## src/rtl/wb_arbiter.sv

```systemverilog
// Writeback arbiter for the register file's single write port, with a
// per-register pending-write scoreboard for long-latency results.
module wb_arbiter #(
    parameter int STARVE_LIMIT = 4
) (
    input  logic        clk,
    input  logic        reset,
    input  logic        a_valid,
    output logic        a_ready,
    input  logic [4:0]  a_rd,
    input  logic [31:0] a_data,
    input  logic        b_valid,
    output logic        b_ready,
    input  logic [4:0]  b_rd,
    input  logic [31:0] b_data,
    input  logic        set_valid,
    input  logic [4:0]  set_rd,
    input  logic [4:0]  rs1,
    input  logic [4:0]  rs2,
    output logic        stall,
    output logic [31:0] busy,
    output logic [4:0]  rd,
    output logic [31:0] write,
    output logic        reg_write
);

    localparam logic [3:0] LIMIT   = 4'(STARVE_LIMIT);
    localparam logic [3:0] CNT_MAX = 4'd15;

    logic [3:0]  cnt_q, cnt_d;
    logic [31:0] busy_q, busy_d;
    logic [4:0]  rd_q, rd_d;
    logic [31:0] write_q, write_d;
    logic        reg_write_q, reg_write_d;

    logic        force_a;
    logic        a_xfer;
    logic        b_xfer;

    // B has fixed priority until A has been refused LIMIT cycles in a row.
    always_comb begin
        force_a = (cnt_q >= LIMIT);
        a_ready = 1'b0;
        b_ready = 1'b0;
        if (!reset) begin
            a_ready = !b_valid || force_a;
            b_ready = !(force_a && a_valid);
        end
        a_xfer = a_valid && a_ready;
        b_xfer = b_valid && b_ready;
    end

    always_comb begin
        cnt_d = cnt_q;
        if (!a_valid || a_xfer) begin
            cnt_d = 4'd0;
        end else if (cnt_q != CNT_MAX) begin
            cnt_d = cnt_q + 4'd1;
        end
    end

    // x0 transfers are consumed without raising the write enable.
    always_comb begin
        rd_d        = rd_q;
        write_d     = write_q;
        reg_write_d = 1'b0;
        if (b_xfer) begin
            rd_d        = b_rd;
            write_d     = b_data;
            reg_write_d = (b_rd != 5'd0);
        end else if (a_xfer) begin
            rd_d        = a_rd;
            write_d     = a_data;
            reg_write_d = (a_rd != 5'd0);
        end
    end

    // Set is applied after clear so a newly issued op keeps its register busy.
    always_comb begin
        busy_d = busy_q;
        if (b_xfer) begin
            busy_d[b_rd] = 1'b0;
        end
        if (set_valid && (set_rd != 5'd0)) begin
            busy_d[set_rd] = 1'b1;
        end
        busy_d[0] = 1'b0;
    end

    always_ff @(posedge clk) begin
        if (reset) begin
            cnt_q       <= 4'd0;
            busy_q      <= 32'd0;
            rd_q        <= 5'd0;
            write_q     <= 32'd0;
            reg_write_q <= 1'b0;
        end else begin
            cnt_q       <= cnt_d;
            busy_q      <= busy_d;
            rd_q        <= rd_d;
            write_q     <= write_d;
            reg_write_q <= reg_write_d;
        end
    end

    assign stall     = busy_q[rs1] | busy_q[rs2];
    assign busy      = busy_q;
    assign rd        = rd_q;
    assign write     = write_q;
    assign reg_write = reg_write_q;

endmodule

```

## config.mk

```make
export PLATFORM = sky130hd
export DESIGN_NAME = wb_arbiter
export DESIGN_NICKNAME = d
export VERILOG_FILES = /design/src/rtl/wb_arbiter.sv
export SDC_FILE = /design/constraint.sdc
export NUM_CORES = 1
export LEC_CHECK = 0
export CORE_MARGIN = 4
export CORE_UTILIZATION = 45
export DETAILED_ROUTE_END_ITERATION = 7
export PLACE_DENSITY_LB_ADDON = 0.1
export SLEW_MARGIN = 20
export SYNTH_ARGS = -nofsm -noshare
export SYNTH_HDL_FRONTEND = slang
export SYNTH_SLANG_ARGS = --single-unit
```

## constraint.sdc

```tcl
create_clock -name clk -period 4.2 [get_ports clk]
set_input_delay 1.26 -clock clk [delete_from_list [all_inputs] [get_ports clk]]
set_output_delay 1.26 -clock clk [all_outputs]
set_load 0.03 [all_outputs]
```

==> run_summary.xml, run 1 <==
<?xml version="1.0" encoding="UTF-8"?>
<metrics>
  <group name="run_status">
    <metric name="run_status" unit="">finished, final reports clean</metric>
  </group>
  <group name="synth">
    <metric name="synth-async-reset-ratio" unit="">0</metric>
    <metric name="synth_area_per_cell" unit="um2">9.781</metric>
    <metric name="leading_cell_types_by_total_area_after_synthesis" unit="">dfxtp_1, mux2i_1, a211oi_1</metric>
    <metric name="syn_area" unit="um2">3697</metric>
    <metric name="synth-edff-count" unit="">0</metric>
    <metric name="share_of_synthesized_area_occupied_by_flip_flops_and_latches" unit="">0.3953</metric>
    <metric name="post-synth-top-area-fraction" unit="">0.3953</metric>
    <metric name="synth.ff_latch_count" unit="">73</metric>
    <metric name="synth.lib_cells_used.distinct" unit="">43</metric>
    <metric name="synthesis.instances" unit="">378</metric>
    <metric name="netlist.top_cell.by_area" unit="">dfxtp_1</metric>
    <metric name="yosysWarnings" unit="">0</metric>
    <metric name="main_synth_ff_type" unit="">dfxtp_1</metric>
  </group>
  <group name="power">
    <metric name="p_sw" unit="uW">470.3</metric>
    <metric name="clock_power_share" unit="">0.351</metric>
    <metric name="intPower" unit="mW">1.288</metric>
    <metric name="seq_power_share" unit="">0.425</metric>
    <metric name="power.static_leakage" unit="nW">2.049</metric>
    <metric name="vdd_ir_drop_max" unit="V">0.0001816</metric>
    <metric name="net_switching_fraction_of_the_power" unit="">0.2674</metric>
    <metric name="p_per_area" unit="nW/um2">310.1</metric>
    <metric name="design_power_total" unit="mW">1.759</metric>
    <metric name="combPwrFrac" unit="">0.224</metric>
  </group>
  <group name="detailed_routing">
    <metric name="via_cell_ratio" unit="">5.677</metric>
    <metric name="drcViolationCount" unit="">0</metric>
    <metric name="dr.first_iter.drc_count" unit="">175</metric>
    <metric name="drt_pass1_iterations" unit="">5</metric>
    <metric name="postRouteWirelength" unit="um">11670</metric>
    <metric name="routed_wire_length_per_instance" unit="um">18.01</metric>
    <metric name="detail-route-antenna-nets" unit="">0</metric>
    <metric name="route.vias.total" unit="">3679</metric>
  </group>
  <group name="finish">
    <metric name="final_layout_size_suffix_gt1_frac" unit="">0.1209</metric>
    <metric name="final_net_count" unit="">636</metric>
    <metric name="final_core_util" unit="">0.7227</metric>
    <metric name="n_fill_cell" unit="">615</metric>
    <metric name="flow.area_growth_from_synthesis" unit="%">53.40</metric>
    <metric name="antenna-diode-count" unit="">0</metric>
  </group>
  <group name="critical_path">
    <metric name="slowest_stage" unit="">mux4_1</metric>
    <metric name="reg2reg_depth" unit="">6</metric>
    <metric name="worst_ep_required_time" unit="ns">2.94</metric>
    <metric name="rr_startpoint" unit="">cnt_q[3]</metric>
    <metric name="r2r_end" unit="">busy[3]</metric>
    <metric name="worstPathMaxFanout" unit="">3</metric>
    <metric name="critical_path.endpoint_type" unit="">output pin</metric>
    <metric name="worstPathCellList" unit="">dlygate4sd2_1, mux4_1, mux2_2, a31oi_1, o211ai_1, buf_4</metric>
    <metric name="ff2ff_setup_slack" unit="ns">2.42</metric>
    <metric name="critical_path.startpoint_type" unit="">primary input</metric>
    <metric name="worst-endpoint-arrival" unit="ns">2.84</metric>
    <metric name="cp_slowest_stage_delay" unit="ns">0.57</metric>
    <metric name="timing_worst_setup_path_type" unit="">primary input to output pin</metric>
  </group>
  <group name="placement">
    <metric name="gp_congestion" unit="">0.8579</metric>
    <metric name="dp_worst_setup_slack" unit="ns">-0.5982</metric>
    <metric name="hpwlAfterDp" unit="um">9033</metric>
    <metric name="buffer_ports.inserted" unit="">165</metric>
  </group>
  <group name="floorplanning">
    <metric name="initial_utilization" unit="">0.4711</metric>
    <metric name="design.die.area" unit="um2">9731</metric>
    <metric name="core_area" unit="um2">7848</metric>
    <metric name="ios" unit="">167</metric>
    <metric name="chipHeight" unit="um">98.65</metric>
    <metric name="die_x" unit="um">98.65</metric>
    <metric name="placement_rows" unit="">32</metric>
  </group>
  <group name="grt">
    <metric name="globalRoute.totalOverflow" unit="">0</metric>
    <metric name="grt_use_total" unit="">0.2412</metric>
    <metric name="antenna_violations_before_repair" unit="">0</metric>
    <metric name="first_global_vias" unit="">3715</metric>
    <metric name="pin_count_of_the_biggest_net_entering_global_routing" unit="">43</metric>
    <metric name="grt_pass1_wl" unit="um">19020</metric>
  </group>
  <group name="cts">
    <metric name="clock_latency" unit="ns">0.33</metric>
    <metric name="cts.root.buffer_cell" unit="">clkbuf_8</metric>
    <metric name="cts_hold_buffers" unit="">0</metric>
    <metric name="h-tree-depth" unit="">3</metric>
    <metric name="postCtsSetupBuffers" unit="">0</metric>
    <metric name="clk_transition_reported_paths" unit="ns">0.07</metric>
    <metric name="ctsLongestPathBuffers" unit="">2</metric>
    <metric name="cts_tree" unit="">yes</metric>
    <metric name="number_of_cells_upsized_or_downsized_after_cts" unit="">15</metric>
    <metric name="cts_num_sinks" unit="">73</metric>
    <metric name="cts_inserted_buffers" unit="">9</metric>
  </group>
  <group name="job">
    <metric name="max_cap_viol_count" unit="">0</metric>
  </group>
  <group name="timing">
    <metric name="finalCriticalPeriod" unit="ns">4.099</metric>
    <metric name="clock.fmax" unit="MHz">243.9</metric>
    <metric name="report.final.slew_viol_count" unit="">0</metric>
    <metric name="final_min_period_over_clock_period" unit="">0.9760</metric>
    <metric name="rsz0062_at_grt" unit="">false</metric>
    <metric name="final-hold-violation-count" unit="">0</metric>
    <metric name="final.setup.worst_slack" unit="ns">0.1008</metric>
    <metric name="setup_viol" unit="">0</metric>
    <metric name="fin_skew" unit="ns">0.006358</metric>
  </group>
  <group name="worst_hold_path">
    <metric name="min_delay_path_depth" unit="">1</metric>
    <metric name="min-delay-start" unit="">cnt_q[0]</metric>
    <metric name="hp-class" unit="">flop to flop</metric>
    <metric name="worst_hold_path.endpoint" unit="">cnt_q[0]</metric>
  </group>
</metrics>
[worst max-delay path by stage]
| stage | cells past startpoint | slack, ns | start | to |
|---|---|---|---|---|
| finish | 6 | 0.10 | rs2[0] | stall |
| global route | 6 | 0.02 | rs2[0] | stall |
| CTS | 6 | 0.1 | rs2[0] | stall |
| detailed placement | 6 | -0.60 | rs2[0] | stall |
| global placement | 6 | -0.54 | rs2[0] | stall |
| floorplan | 5 | 0.33 | rs1[0] | stall |
[critical path: cells and delay by family]
family                 cells  cell delay (ns)
buffers and inverters      2             0.45
AOI/OAI and AO/OA          2             0.27
muxes                      2             0.86
[cell type report]
| type | instances | area (um2) | area share |
|---|---|---|---|
| Multi-Input combinational cell | 269 | 2052 | 0.3618 |
| Timing Repair Buffer | 185 | 1790 | 0.3157 |
| Tap cell | 102 | 127.6 | 0.02250 |
| Clock buffer | 11 | 151.4 | 0.02669 |
| Clock inverter | 5 | 77.57 | 0.01368 |
| Sequential cell | 73 | 1461 | 0.2577 |
| Inverter | 3 | 11.26 | 0.001985 |
[synthesized netlist by cell type (4+ instances only)]
master / n
mux4_2: 9
o211ai_2: 4
nand3_1: 8
a211oi_1: 37
clkbuf_1: 16
a21oi_1: 5
o21ai_1: 6
buf_1: 4
buf_2: 8
nand2b_1: 5
nor2b_1: 4
dfxtp_1: 73
mux2i_1: 42
nand2_1: 9
nor2_1: 48
o21ai_0: 24
buf_6: 4
mux4_1: 4
o211ai_1: 30
[through the flow]
stage | std cells | hold WS, ns | TNS, ns | instance area (um2)
finish | 648 | 0.4303 | 0 | 5672
global route | 648 | 0.4657 | 0 | 5672
CTS | 648 | 0.4329 | 0 | 5672
detailed placement | 632 | 0.4212 | -0.5982 | 5456
global placement | 632 | 0.4075 | -0.5447 | 5456
floorplan | 379 | 0.3984 | 0 | 3701
[power groups by stage]
stage / sequential, mW / combinational (mW) / clock [mW]
CTS: 0.747 / 0.396 / 0.631
floorplan: 0.825 / 0.134 / 0
finish: 0.747 / 0.394 / 0.618
global placement: 0.761 / 0.389 / 0
detailed placement: 0.762 / 0.396 / 0
global route: 0.752 / 0.420 / 0.665
[routing by layer]
metal,global-route usage,vias up,share of wire
met5,0,-,0
met2,0.4098,175,0.50
li1,-,1747,-
met1,0.2802,1736,0.38
met4,0.07563,0,0.019
met3,0.09413,21,0.11
[registers in the layout, indices dropped and copies added (netlist names)]
| name | flops |
|---|---|
| write | 32 |
| busy | 31 |
| rd | 5 |
| cnt_q | 4 |
| reg_write | 1 |
[logic make-up after synthesis]
kind of cell | share of synthesized area
AOI/OAI and AO/OA | 0.2102
adders and majority gates | 0.003384
buffers and inverters | 0.05042
DFF | 0.3953
muxes | 0.2061
other | 0.001014
and+or+nand+nor | 0.1337
[placed cells by master (no fill, tap or decap), types with 2 or more instances in the layout]
| master | synthesis | routed |
|---|---|---|
| a31o_2 | 3 | 3 |
| clkbuf_8 | 0 | 11 |
| nor2_1 | 48 | 48 |
| o211ai_1 | 30 | 30 |
| nand2_1 | 9 | 9 |
| nand3_1 | 8 | 8 |
| clkinv_2 | 0 | 2 |
| mux4_1 | 4 | 2 |
| o21ai_0 | 24 | 24 |
| mux2_2 | 3 | 3 |
| dfxtp_1 | 73 | 73 |
| a21oi_1 | 5 | 5 |
| clkdlybuf4s50_1 | 0 | 157 |
| nor2b_1 | 4 | 4 |
| mux2i_1 | 42 | 42 |
| nor3b_1 | 2 | 2 |
| o211ai_2 | 4 | 4 |
| mux4_2 | 9 | 11 |
| a211oi_1 | 37 | 37 |
| and2_1 | 3 | 3 |
| bufinv_16 | 0 | 2 |
| nand4b_1 | 3 | 3 |
| o21ai_1 | 6 | 6 |
| buf_4 | 2 | 20 |
| conb_1 | 1 | 2 |
| nand4_1 | 2 | 2 |
| nand2b_1 | 5 | 5 |
| and3_1 | 2 | 2 |
| or4b_4 | 2 | 2 |
| inv_1 | 2 | 2 |
| dlygate4sd2_1 | 0 | 6 |
Power figures use the tool's default switching activity.
==> inputs of run 2 (changes only) <==
--- a/config.mk
+++ b/config.mk
@@ -6,7 +6,7 @@
 export NUM_CORES = 1
 export LEC_CHECK = 0
 export CORE_MARGIN = 4
-export CORE_UTILIZATION = 45
+export CORE_UTILIZATION = 40
 export DETAILED_ROUTE_END_ITERATION = 7
 export PLACE_DENSITY_LB_ADDON = 0.1
 export SLEW_MARGIN = 20
==> run_summary.xml, run 2 (synthesized netlist as in run 1, its figures left out) <==
<?xml version="1.0" encoding="UTF-8"?>
<metrics>
  <group name="run_status">
    <metric name="run_status" unit="">finished, final reports clean</metric>
  </group>
  <group name="grt">
    <metric name="met2_usage" unit="">0.3668</metric>
    <metric name="gr-usage-met1" unit="">0.2612</metric>
    <metric name="grt_use_total" unit="">0.2195</metric>
    <metric name="first_global_vias" unit="">3775</metric>
    <metric name="globalRoute.busiestLayer" unit="">met2</metric>
    <metric name="globalRoute.totalOverflow" unit="">0</metric>
    <metric name="globalRouteMet3Util" unit="">0.07697</metric>
    <metric name="pin_count_of_the_biggest_net_entering_global_routing" unit="">74</metric>
    <metric name="antenna_violations_before_repair" unit="">0</metric>
    <metric name="grt_pass1_wl" unit="um">19510</metric>
  </group>
  <group name="timing">
    <metric name="rsz0062_at_grt" unit="">false</metric>
    <metric name="fin_hold_ws" unit="ns">0.4409</metric>
    <metric name="timing.max_slew.rel_slack" unit="">0.5425</metric>
    <metric name="fin_skew" unit="ns">0.008864</metric>
    <metric name="final-hold-violation-count" unit="">0</metric>
    <metric name="setup_viol" unit="">0</metric>
    <metric name="clock.fmax" unit="MHz">245.9</metric>
    <metric name="report.final.slew_viol_count" unit="">0</metric>
    <metric name="final_min_period_over_clock_period" unit="">0.9683</metric>
    <metric name="max_slew.worst_pin.slew" unit="ns">0.6862</metric>
    <metric name="finalCriticalPeriod" unit="ns">4.067</metric>
  </group>
  <group name="critical_path">
    <metric name="worst-endpoint-arrival" unit="ns">2.81</metric>
    <metric name="worst-path-buf-inv" unit="">2</metric>
    <metric name="worst_ep_required_time" unit="ns">2.94</metric>
    <metric name="worstPathMaxFanout" unit="">3</metric>
    <metric name="timing.critical_path.max_delay_family" unit="">multiplexers</metric>
    <metric name="worstPathCellList" unit="">clkdlybuf4s15_1, mux4_1, mux2_2, a31oi_1, o211ai_1, buf_4</metric>
    <metric name="critical_path.endpoint_type" unit="">output pin</metric>
    <metric name="cp_slowest_stage_delay" unit="ns">0.56</metric>
    <metric name="slowest_stage" unit="">mux4_1</metric>
    <metric name="timing_worst_setup_path_type" unit="">primary input to output pin</metric>
    <metric name="critical_path.startpoint_type" unit="">primary input</metric>
  </group>
  <group name="cts">
    <metric name="h-tree-depth" unit="">3</metric>
    <metric name="cts_hold_buffers" unit="">0</metric>
    <metric name="clock_latency" unit="ns">0.35</metric>
    <metric name="cts_num_sinks" unit="">73</metric>
    <metric name="cts_inserted_buffers" unit="">9</metric>
    <metric name="cts_tree" unit="">yes</metric>
    <metric name="cts.root.buffer_cell" unit="">clkbuf_8</metric>
    <metric name="clk_transition_reported_paths" unit="ns">0.08</metric>
    <metric name="ctsLongestPathBuffers" unit="">2</metric>
  </group>
  <group name="finish">
    <metric name="final_net_count" unit="">635</metric>
    <metric name="area.sequential" unit="um2">1461</metric>
    <metric name="flow.area_growth_from_synthesis" unit="%">54.55</metric>
    <metric name="antenna-diode-count" unit="">0</metric>
    <metric name="multiInputGateArea" unit="um2">2061</metric>
    <metric name="layout_commonest_cell" unit="">clkdlybuf4s50_1</metric>
    <metric name="final_core_util" unit="">0.6458</metric>
    <metric name="mostFrequentLayoutCells" unit="">clkdlybuf4s50_1, dfxtp_1, nor2_1, mux2i_1, a211oi_1</metric>
    <metric name="largest_reg_flops" unit="">32</metric>
    <metric name="layout.cells.non_filler" unit="">653</metric>
    <metric name="final_layout_size_suffix_gt1_frac" unit="">0.1193</metric>
    <metric name="n_fill_cell" unit="">732</metric>
  </group>
  <group name="detailed_routing">
    <metric name="drcViolationCount" unit="">0</metric>
    <metric name="postRouteWirelength" unit="um">12160</metric>
    <metric name="detail-route-antenna-nets" unit="">0</metric>
    <metric name="dr.first_iter.drc_count" unit="">123</metric>
    <metric name="via_cell_ratio" unit="">5.606</metric>
    <metric name="route.vias.total" unit="">3661</metric>
    <metric name="drt_pass1_iterations" unit="">4</metric>
    <metric name="routed_wire_length_per_instance" unit="um">18.62</metric>
  </group>
  <group name="placement">
    <metric name="buffer_ports.inserted" unit="">165</metric>
    <metric name="gp_congestion" unit="">0.8599</metric>
    <metric name="numPlacedInstances" unit="">636</metric>
    <metric name="hpwlAfterDp" unit="um">9130</metric>
  </group>
  <group name="job">
    <metric name="max_cap_viol_count" unit="">0</metric>
  </group>
  <group name="floorplanning">
    <metric name="placement_rows" unit="">34</metric>
    <metric name="die_x" unit="um">104.1</metric>
    <metric name="design.die.area" unit="um2">10850</metric>
    <metric name="initial_utilization" unit="">0.4178</metric>
    <metric name="ios" unit="">167</metric>
    <metric name="chipHeight" unit="um">104.1</metric>
    <metric name="core_area" unit="um2">8848</metric>
  </group>
  <group name="power">
    <metric name="power.static_leakage" unit="nW">2.070</metric>
    <metric name="vdd_ir_drop_max" unit="V">0.0001856</metric>
    <metric name="p_per_area" unit="nW/um2">317.8</metric>
    <metric name="design_power_total" unit="mW">1.816</metric>
  </group>
  <group name="worst_hold_path">
    <metric name="hp-class" unit="">flop to flop</metric>
  </group>
</metrics>
run 2: area by class of cell:
| class | instances | share of cell area |
|---|---|---|
| Multi-Input combinational cell | 269 | 0.3606 |
| Timing Repair Buffer | 184 | 0.3153 |
| Sequential cell | 73 | 0.2557 |
| Clock buffer | 11 | 0.02474 |
| Tap cell | 108 | 0.02365 |
| Clock inverter | 5 | 0.01795 |
| Inverter | 3 | 0.001971 |
run 2: repair_timing:
item                                    in CTS  in global routing
gates cloned                                 0                  0
pin swaps                                    2                  0
endpoints found under the setup margin       1                  1
buffers inserted                             1                  0
resized for setup                           14                  3
run 2: metal layers:
layer,routed length (um),vias to the layer above
li1,-,1749
met1,5002,1725
met2,5809,168
met3,1112,19
met4,232,0
met5,0,-
run 2: through the flow:
step / setup WS [ns] / instance area [um2] / setup TNS (ns)
detailed placement: -0.5742 / 5459 / -0.5742
CTS: 0.01678 / 5707 / 0
floorplan: 0.3251 / 3701 / 0
global placement: -0.5283 / 5459 / -0.5283
global route: 0.01943 / 5714 / 0
finish: 0.1333 / 5714 / 0
run 2: final timing paths:
check | slack, ns | cells after the start | endpoint | startpoint
min | 0.44 | 1 | cnt_q[0] | cnt_q[0]
max | 0.13 | 6 | stall | rs2[0]
min reg2reg | 0.44 | 1 | cnt_q[0] | cnt_q[0]
max reg2reg | 2.30 | 6 | rd[3] | cnt_q[2]
run 2: worst register-to-register path: stages, from the launching register on:
cell      delay (ns)
dfxtp_1         0.35
nor3b_1         0.07
buf_4           0.14
nor3b_4         0.52
buf_12          0.31
mux2i_1         0.14
a211oi_1        0.28
run 2: power by group:
part / internal [mW] / switching (mW) / total [mW]
registers: 0.726 / 0.0207 / 0.747
logic: 0.198 / 0.198 / 0.397
clock network: 0.410 / 0.263 / 0.673
